===== config.mk =====
export PLATFORM = sky130hd
export DESIGN_NAME = game_engine
export DESIGN_NICKNAME = d
export VERILOG_FILES = /design/src/rtl/game_engine.sv
export SDC_FILE = /design/constraint.sdc
export NUM_CORES = 1
export LEC_CHECK = 0
export CORE_ASPECT_RATIO = 1.1
export CORE_MARGIN = 8
export CORE_UTILIZATION = 30
export CTS_CLUSTER_DIAMETER = 150
export CTS_CLUSTER_SIZE = 25
export DETAILED_ROUTE_END_ITERATION = 16
export GPL_ROUTABILITY_DRIVEN = 0
export SKIP_LAST_GASP = 1
export SYNTH_ARGS = -nofsm -noshare
export SYNTH_HDL_FRONTEND = slang
export SYNTH_SLANG_ARGS = --single-unit

===== constraint.sdc =====
create_clock -name clk_div -period 5.8 [get_ports clk_div]
set_clock_uncertainty 0.1 [all_clocks]
set_input_delay 1.16 -clock clk_div [delete_from_list [all_inputs] [get_ports clk_div]]
set_output_delay 1.16 -clock clk_div [all_outputs]
set_load 0.02 [all_outputs]

===== src/rtl/game_engine.sv =====
// game_engine: per-frame game state for the flappy-bird display path.
// Keeps bird height/velocity, three scrolling pipes with pseudo-random gap
// heights, collision detection and the score. State advances only on
// frame_tick (once per frame, in vertical blanking).
//
// Ports:
//   clk_div      pixel clock
//   rst_n        asynchronous active-low reset
//   frame_tick   one-cycle pulse per frame
//   flap         button level (asynchronous; synchronised here)
//   bird_x/y     bird top-left corner
//   pipeN_x      pipe left edge, N = 1..3
//   pipeNy_up    bottom of upper pipe; the gap is [y_up, y_up+GAP)
//   score        pipes passed, saturating at 255
//   playing      high in PLAY
//   game_over    high in DEAD
//   dbg_state    raw FSM state (0 IDLE, 1 PLAY, 2 DEAD)
//
// Handshake: there is no valid/ready pair; frame_tick acts as a one-cycle
// valid with the engine always ready, and a flap edge is held pending until
// the next frame_tick consumes it.
module game_engine #(
  parameter int SCREEN_H     = 480,
  parameter int BIRD_X       = 100,
  parameter int BIRD_SIZE    = 20,
  parameter int PIPE_W       = 40,
  parameter int GAP          = 80,
  parameter int PIPE_SPACING = 240,
  parameter int PIPE_SPEED   = 2,
  parameter int GRAVITY      = 1,
  parameter int FLAP_VEL     = 8,
  parameter int MAX_FALL     = 8,
  parameter logic [7:0] LFSR_SEED = 8'hA5
) (
  input  logic       clk_div,
  input  logic       rst_n,
  input  logic       frame_tick,
  input  logic       flap,
  output logic [9:0] bird_x,
  output logic [9:0] bird_y,
  output logic [9:0] pipe1_x,
  output logic [9:0] pipe2_x,
  output logic [9:0] pipe3_x,
  output logic [9:0] pipe1y_up,
  output logic [9:0] pipe2y_up,
  output logic [9:0] pipe3y_up,
  output logic [7:0] score,
  output logic       playing,
  output logic       game_over,
  output logic [1:0] dbg_state
);

  localparam logic [9:0] X_BIRD = 10'(BIRD_X);
  localparam logic [9:0] SZ     = 10'(BIRD_SIZE);
  localparam logic [9:0] PW     = 10'(PIPE_W);
  localparam logic [9:0] GAPW   = 10'(GAP);
  localparam logic [9:0] SPD    = 10'(PIPE_SPEED);
  localparam logic [9:0] Y_MAX  = 10'(SCREEN_H - BIRD_SIZE);
  localparam logic [9:0] WRAP   = 10'(3 * PIPE_SPACING - PIPE_SPEED);
  localparam logic signed [5:0] V_FLAP = 6'(-FLAP_VEL);
  localparam logic signed [5:0] V_GRAV = 6'(GRAVITY);
  localparam logic signed [5:0] V_MAX  = 6'(MAX_FALL);

  typedef enum logic [1:0] {IDLE = 2'd0, PLAY = 2'd1, DEAD = 2'd2} state_t;
  state_t state, state_nx;

  logic [9:0]        y, y_nx, u_y;
  logic signed [5:0] vel, vel_nx, u_vel, v_inc, v_t;
  logic signed [10:0] y_sum;
  logic [9:0]        px[3], py[3], px_nx[3], py_nx[3], u_px[3], u_py[3];
  logic [7:0]        scr, scr_nx, u_scr;
  logic [8:0]        scr_sum;
  logic [1:0]        passed;
  logic [9:0]        gap_rand;
  logic [7:0]        lfsr;
  logic              s1, s2, s3, pend, edge_det, flap_now, collide;

  // Flap: two-flop synchroniser, then rising-edge detect. An edge arriving
  // together with frame_tick is consumed by that tick.
  assign edge_det = s2 & ~s3;
  assign flap_now = pend | edge_det;

  always_ff @(posedge clk_div or negedge rst_n) begin
    if (!rst_n) begin
      s1   <= 1'b0;
      s2   <= 1'b0;
      s3   <= 1'b0;
      pend <= 1'b0;
      lfsr <= LFSR_SEED;
    end else begin
      s1 <= flap;
      s2 <= s1;
      s3 <= s2;
      if (frame_tick) pend <= 1'b0;
      else if (edge_det) pend <= 1'b1;
      // x^8+x^6+x^5+x^4+1, free running in every state
      lfsr <= {lfsr[6:0], lfsr[7] ^ lfsr[5] ^ lfsr[4] ^ lfsr[3]};
    end
  end

  assign gap_rand = 10'd40 + {7'd0, lfsr[2:0]} * 10'd40;

  // Candidate PLAY update and collision check on current registered values.
  always_comb begin
    v_inc = vel + V_GRAV;
    if (flap_now) v_t = V_FLAP;
    else if (v_inc > V_MAX) v_t = V_MAX;
    else v_t = v_inc;
    y_sum = $signed({1'b0, y}) + $signed({{5{v_t[5]}}, v_t});
    u_vel = v_t;
    u_y   = y_sum[9:0];
    if (y_sum < 11'sd0) begin
      u_y   = '0;
      u_vel = '0;
    end else if (y_sum > $signed({1'b0, Y_MAX})) begin
      u_y = Y_MAX;
    end
    passed  = '0;
    collide = (y >= Y_MAX);
    for (int i = 0; i < 3; i++) begin
      if (px[i] < SPD) begin
        u_px[i] = px[i] + WRAP;
        u_py[i] = gap_rand;
      end else begin
        u_px[i] = px[i] - SPD;
        u_py[i] = py[i];
      end
      if ((px[i] + PW >= X_BIRD) && (u_px[i] + PW < X_BIRD)) passed = passed + 2'd1;
      if ((px[i] < X_BIRD + SZ) && (px[i] + PW > X_BIRD) &&
          ((y < py[i]) || (y + SZ > py[i] + GAPW))) collide = 1'b1;
    end
    scr_sum = {1'b0, scr} + {7'd0, passed};
    u_scr   = scr_sum[8] ? 8'hFF : scr_sum[7:0];
  end

  // Next-state / next-value logic.
  always_comb begin
    state_nx = state;
    y_nx     = y;
    vel_nx   = vel;
    scr_nx   = scr;
    for (int i = 0; i < 3; i++) begin
      px_nx[i] = px[i];
      py_nx[i] = py[i];
    end
    if (frame_tick) begin
      case (state)
        IDLE, PLAY: begin
          if (state == PLAY && collide) begin
            state_nx = DEAD;
          end else if (state == PLAY || flap_now) begin
            state_nx = PLAY;
            y_nx     = u_y;
            vel_nx   = u_vel;
            scr_nx   = u_scr;
            for (int i = 0; i < 3; i++) begin
              px_nx[i] = u_px[i];
              py_nx[i] = u_py[i];
            end
          end
        end
        DEAD: begin
          if (flap_now) begin
            state_nx = IDLE;
            y_nx     = 10'd230;
            vel_nx   = '0;
            scr_nx   = '0;
            px_nx[0] = 10'd400;
            px_nx[1] = 10'd640;
            px_nx[2] = 10'd880;
            py_nx[0] = 10'd200;
            py_nx[1] = 10'd160;
            py_nx[2] = 10'd240;
          end
        end
        default: state_nx = IDLE;
      endcase
    end
  end

  always_ff @(posedge clk_div or negedge rst_n) begin
    if (!rst_n) state <= IDLE;
    else        state <= state_nx;
  end

  always_ff @(posedge clk_div or negedge rst_n) begin
    if (!rst_n) begin
      y     <= 10'd230;
      vel   <= '0;
      scr   <= '0;
      px[0] <= 10'd400;
      px[1] <= 10'd640;
      px[2] <= 10'd880;
      py[0] <= 10'd200;
      py[1] <= 10'd160;
      py[2] <= 10'd240;
    end else begin
      y   <= y_nx;
      vel <= vel_nx;
      scr <= scr_nx;
      for (int i = 0; i < 3; i++) begin
        px[i] <= px_nx[i];
        py[i] <= py_nx[i];
      end
    end
  end

  assign bird_x    = X_BIRD;
  assign bird_y    = y;
  assign pipe1_x   = px[0];
  assign pipe2_x   = px[1];
  assign pipe3_x   = px[2];
  assign pipe1y_up = py[0];
  assign pipe2y_up = py[1];
  assign pipe3y_up = py[2];
  assign score     = scr;
  assign playing   = (state == PLAY);
  assign game_over = (state == DEAD);
  assign dbg_state = state;

endmodule

==> results.ini <==
[job]
max_cap_viol_count=0

[min_path]
hold_start=s1$_DFF_PN0_
min_to=s2$_DFF_PN0_
hold_depth=0
hold_class=reg -> reg

[critical_path]
slowest_delay_ps=550
worstPathArrival_ps=5070
r2r_setup_slack_ps=910
r2r_end=score[3]$_DFFE_PN0P_
crit_required_ps=5970
crit_slowest_cell=or4_1
crit_path_end_kind=flop
crit_fanout=9
cp_common_cell=ha_1
start_kind=flop
worstSetupPathType=reg -> reg
r2r-start=pipe1_x[3]$_DFFE_PN0P_
worstPathCellList=or4_1 > nor3_2 > or2_2 > inv_1 > ha_1 > nand2b_1 > o21ai_0 > o22ai_1 > a21oi_1 > o21a_1 > ha_1 > xor2_1 > ha_1 > fa_1 > nand2_1 > nor3_1 > o21ai_0 > a21oi_1
ff2ff_path_depth=18

[sta]
hold_violations=0
fin_setup_tns_ps=0
fmax_mhz=204
finalCritPeriodShare_pct=84.4
setup_violations=0
slew_violations=0
relSlewSlack_pct=48.8
min_period_ps=4890
rsz0062_at_grt=false
worst_slew_pin_slew_ps=767

[route]
via_per_inst=5.22
wl_met1_mm=9.61
totalWireLength_mm=20.4
avgRoutedWirePerCell_um=16.4
drcViolationCount=0
route.met3.wl_mm=1.28
ant_nets=0
first_pass_iters=5
met2_length_mm=9.28
vias=6497
top_layer=met4
drt_iter0_markers=482

[clock_network]
ctsResizeCount=0
cts-root-buf=clkbuf_16
clock_sinks=86
cts_made_buffers=9
tritoncts=done
insertion_delay_ps=350
cts_buffer_depth=2
hold_buffers=0
ctsHtreeMaxLevel=3
cts.clk_slew.worst_paths_ps=70
cts_setup_buffers=0

[pwr]
seq_power_share_pct=24.0
p_leak_nw=3.72
pwr-share-clk_pct=12.5
p_int_mw=2.65
comb_power_share_pct=63.5
power_density_nw_per_um2=600
peakVddDrop_v=0.000179
power.total_mw=5.20
p_sw_mw=2.55
switching_share_pct=49.0

[cells_and_area]
synthToLayoutAreaGrowth_pct=17.8
multiInputGateArea_um2=4690
final_util_pct=35.7
drive_gt1_share_pct=8.78
antennaDiodeCount=0
fillerInstances=2536
stdcell_area_um2=8660
nets=1017
seq_area_um2=2190

[grt]
overflow=0
antenna_found_initial=0
grtUsageTotal_pct=13.7
grt_max_degree=62
grt_pass1_vias=6139
grt_pass1_wl_mm=32.9

[place]
numPortBuffers=73
placed_area_um2=8330
dpl.hpwl_mm=15.6

[synthesis]
ys_seq_area_share_pct=29.8
synth_area_leaders=dfrtp_1, ha_1, dfstp_2
ys_ff_latch=86
synth_area_per_cell_um2=8.45
synthTopCellsByCount=ha_1, o21ai_0, nor2_1, inv_1
synthesis.area_um2=7350
synthCells=870
dominantRegCellSynth=dfrtp_1
synth_edf_count=0
synthArstFlopShare_pct=100
synth_top_area_share_pct=19.7
ys_types=70
synth_top_cell_by_area=dfrtp_1
yosysWarnings=0
synth_most_common_cell=ha_1

[floorplanning]
core_um2=24200
io_pins=96
rows=60
start_util_pct=30.3
die_y_um=180
die_x_um=165
fp.dieArea_um2=29800

[run_status]
outcome=completed

==> layout by cell type, fill, tap and decap left out, types with 6 or more instances in the layout <==
cell / instances
a211oi_1: 6
a21o_1: 10
a21oi_1: 53
a31oi_1: 13
buf_4: 10
clkbuf_16: 9
clkdlybuf4s50_1: 72
conb_1: 22
dfrtp_1: 58
dfstp_2: 28
ha_1: 82
inv_1: 69
mux2_2: 11
mux2i_1: 9
nand2_1: 58
nand2b_1: 12
nand3_1: 36
nand4_1: 7
nor2_1: 70
nor3_1: 22
nor4_1: 6
o21a_1: 10
o21ai_0: 75
o22ai_1: 10
o2bb2ai_1: 6
o31ai_1: 13
or3_1: 6
xnor2_1: 34
xor2_1: 12
==> how the worst max path moves through the flow <==
stage | startpoint | end
2_1_floorplan | pipe1_x[3]$_DFFE_PN0P_ | score[7]$_DFFE_PN0P_
3_3_place_gp | pipe1_x[3]$_DFFE_PN0P_ | score[3]$_DFFE_PN0P_
3_5_place_dp | pipe1_x[3]$_DFFE_PN0P_ | score[3]$_DFFE_PN0P_
4_1_cts | pipe1_x[3]$_DFFE_PN0P_ | score[3]$_DFFE_PN0P_
5_1_grt | pipe1_x[3]$_DFFE_PN0P_ | score[3]$_DFFE_PN0P_
6_report | pipe1_x[3]$_DFFE_PN0P_ | score[3]$_DFFE_PN0P_
==> power groups by stage <==
stage | logic, mW | registers [mW] | clock network (mW)
floorplan | 2.27 | 1.25 | 0
global placement | 3.24 | 1.25 | 0
detailed placement | 3.28 | 1.25 | 0
CTS | 3.30 | 1.24 | 0.669
global route | 3.69 | 1.30 | 0.695
finish | 3.30 | 1.25 | 0.650
==> cells by family (layout without fill, tap and decap cells) <==
group                    Yosys count  after routing  synth area share [%]
AO/OA/AOI/OAI                    258            258                  22.9
XOR/XNOR                          46             46                  5.48
adder cells (fa/ha/maj)           84             84                  14.5
buffers and inverters            124            168                  7.61
flip-flops                        86             86                  29.8
multiplexers                      20             20                  2.91
other                              2             22                 0.102
AND/OR/NAND/NOR                  250            250                  16.7
==> registers in the layout (all words and copies together) (netlist names) <==
signal / flops
bird_y: 10
pipe1_x: 9
pipe2_x: 9
pipe3_x: 9
lfsr: 8
score: 8
pipe1y_up: 7
pipe2y_up: 7
pipe3y_up: 7
vel: 6
dbg_state: 2
pend: 1
s1: 1
s2: 1
s3: 1
==> through the flow <==
stage / worst slack, ps / std cells / hold slack (ps)
2_1_floorplan: 1320 / 890 / 231
3_3_place_gp: 1060 / 1228 / 237
3_5_place_dp: 977 / 1228 / 236
4_1_cts: 935 / 1244 / 250
5_1_grt: 520 / 1244 / 261
6_report: 907 / 1244 / 249
==> metal layers <==
layer	GRT usage, %	up-vias
met3	3.40	17
li1	-	3228
met2	21.3	137
met1	18.3	3115
met4	3.79	0
met5	0	-
==> layout make-up <==
| type | count | share of cell area (%) |
|---|---|---|
| clock buffer | 10 | 2.76 |
| clock inverter | 6 | 1.07 |
| inverter | 70 | 3.03 |
| multi-input combinational | 680 | 54.2 |
| sequential | 86 | 25.3 |
| tap | 310 | 4.48 |
| timing repair buffer | 82 | 9.19 |
==> critical path, delay by kind of cell (launching register included) <==
kind,cells,cell delay (ps)
fa+ha+maj,4,930
buf+inv,1,60
compound gates,6,950
xor+xnor,1,160
simple gates,6,2150
flops,1,480
Power figures use the tool's default switching activity.
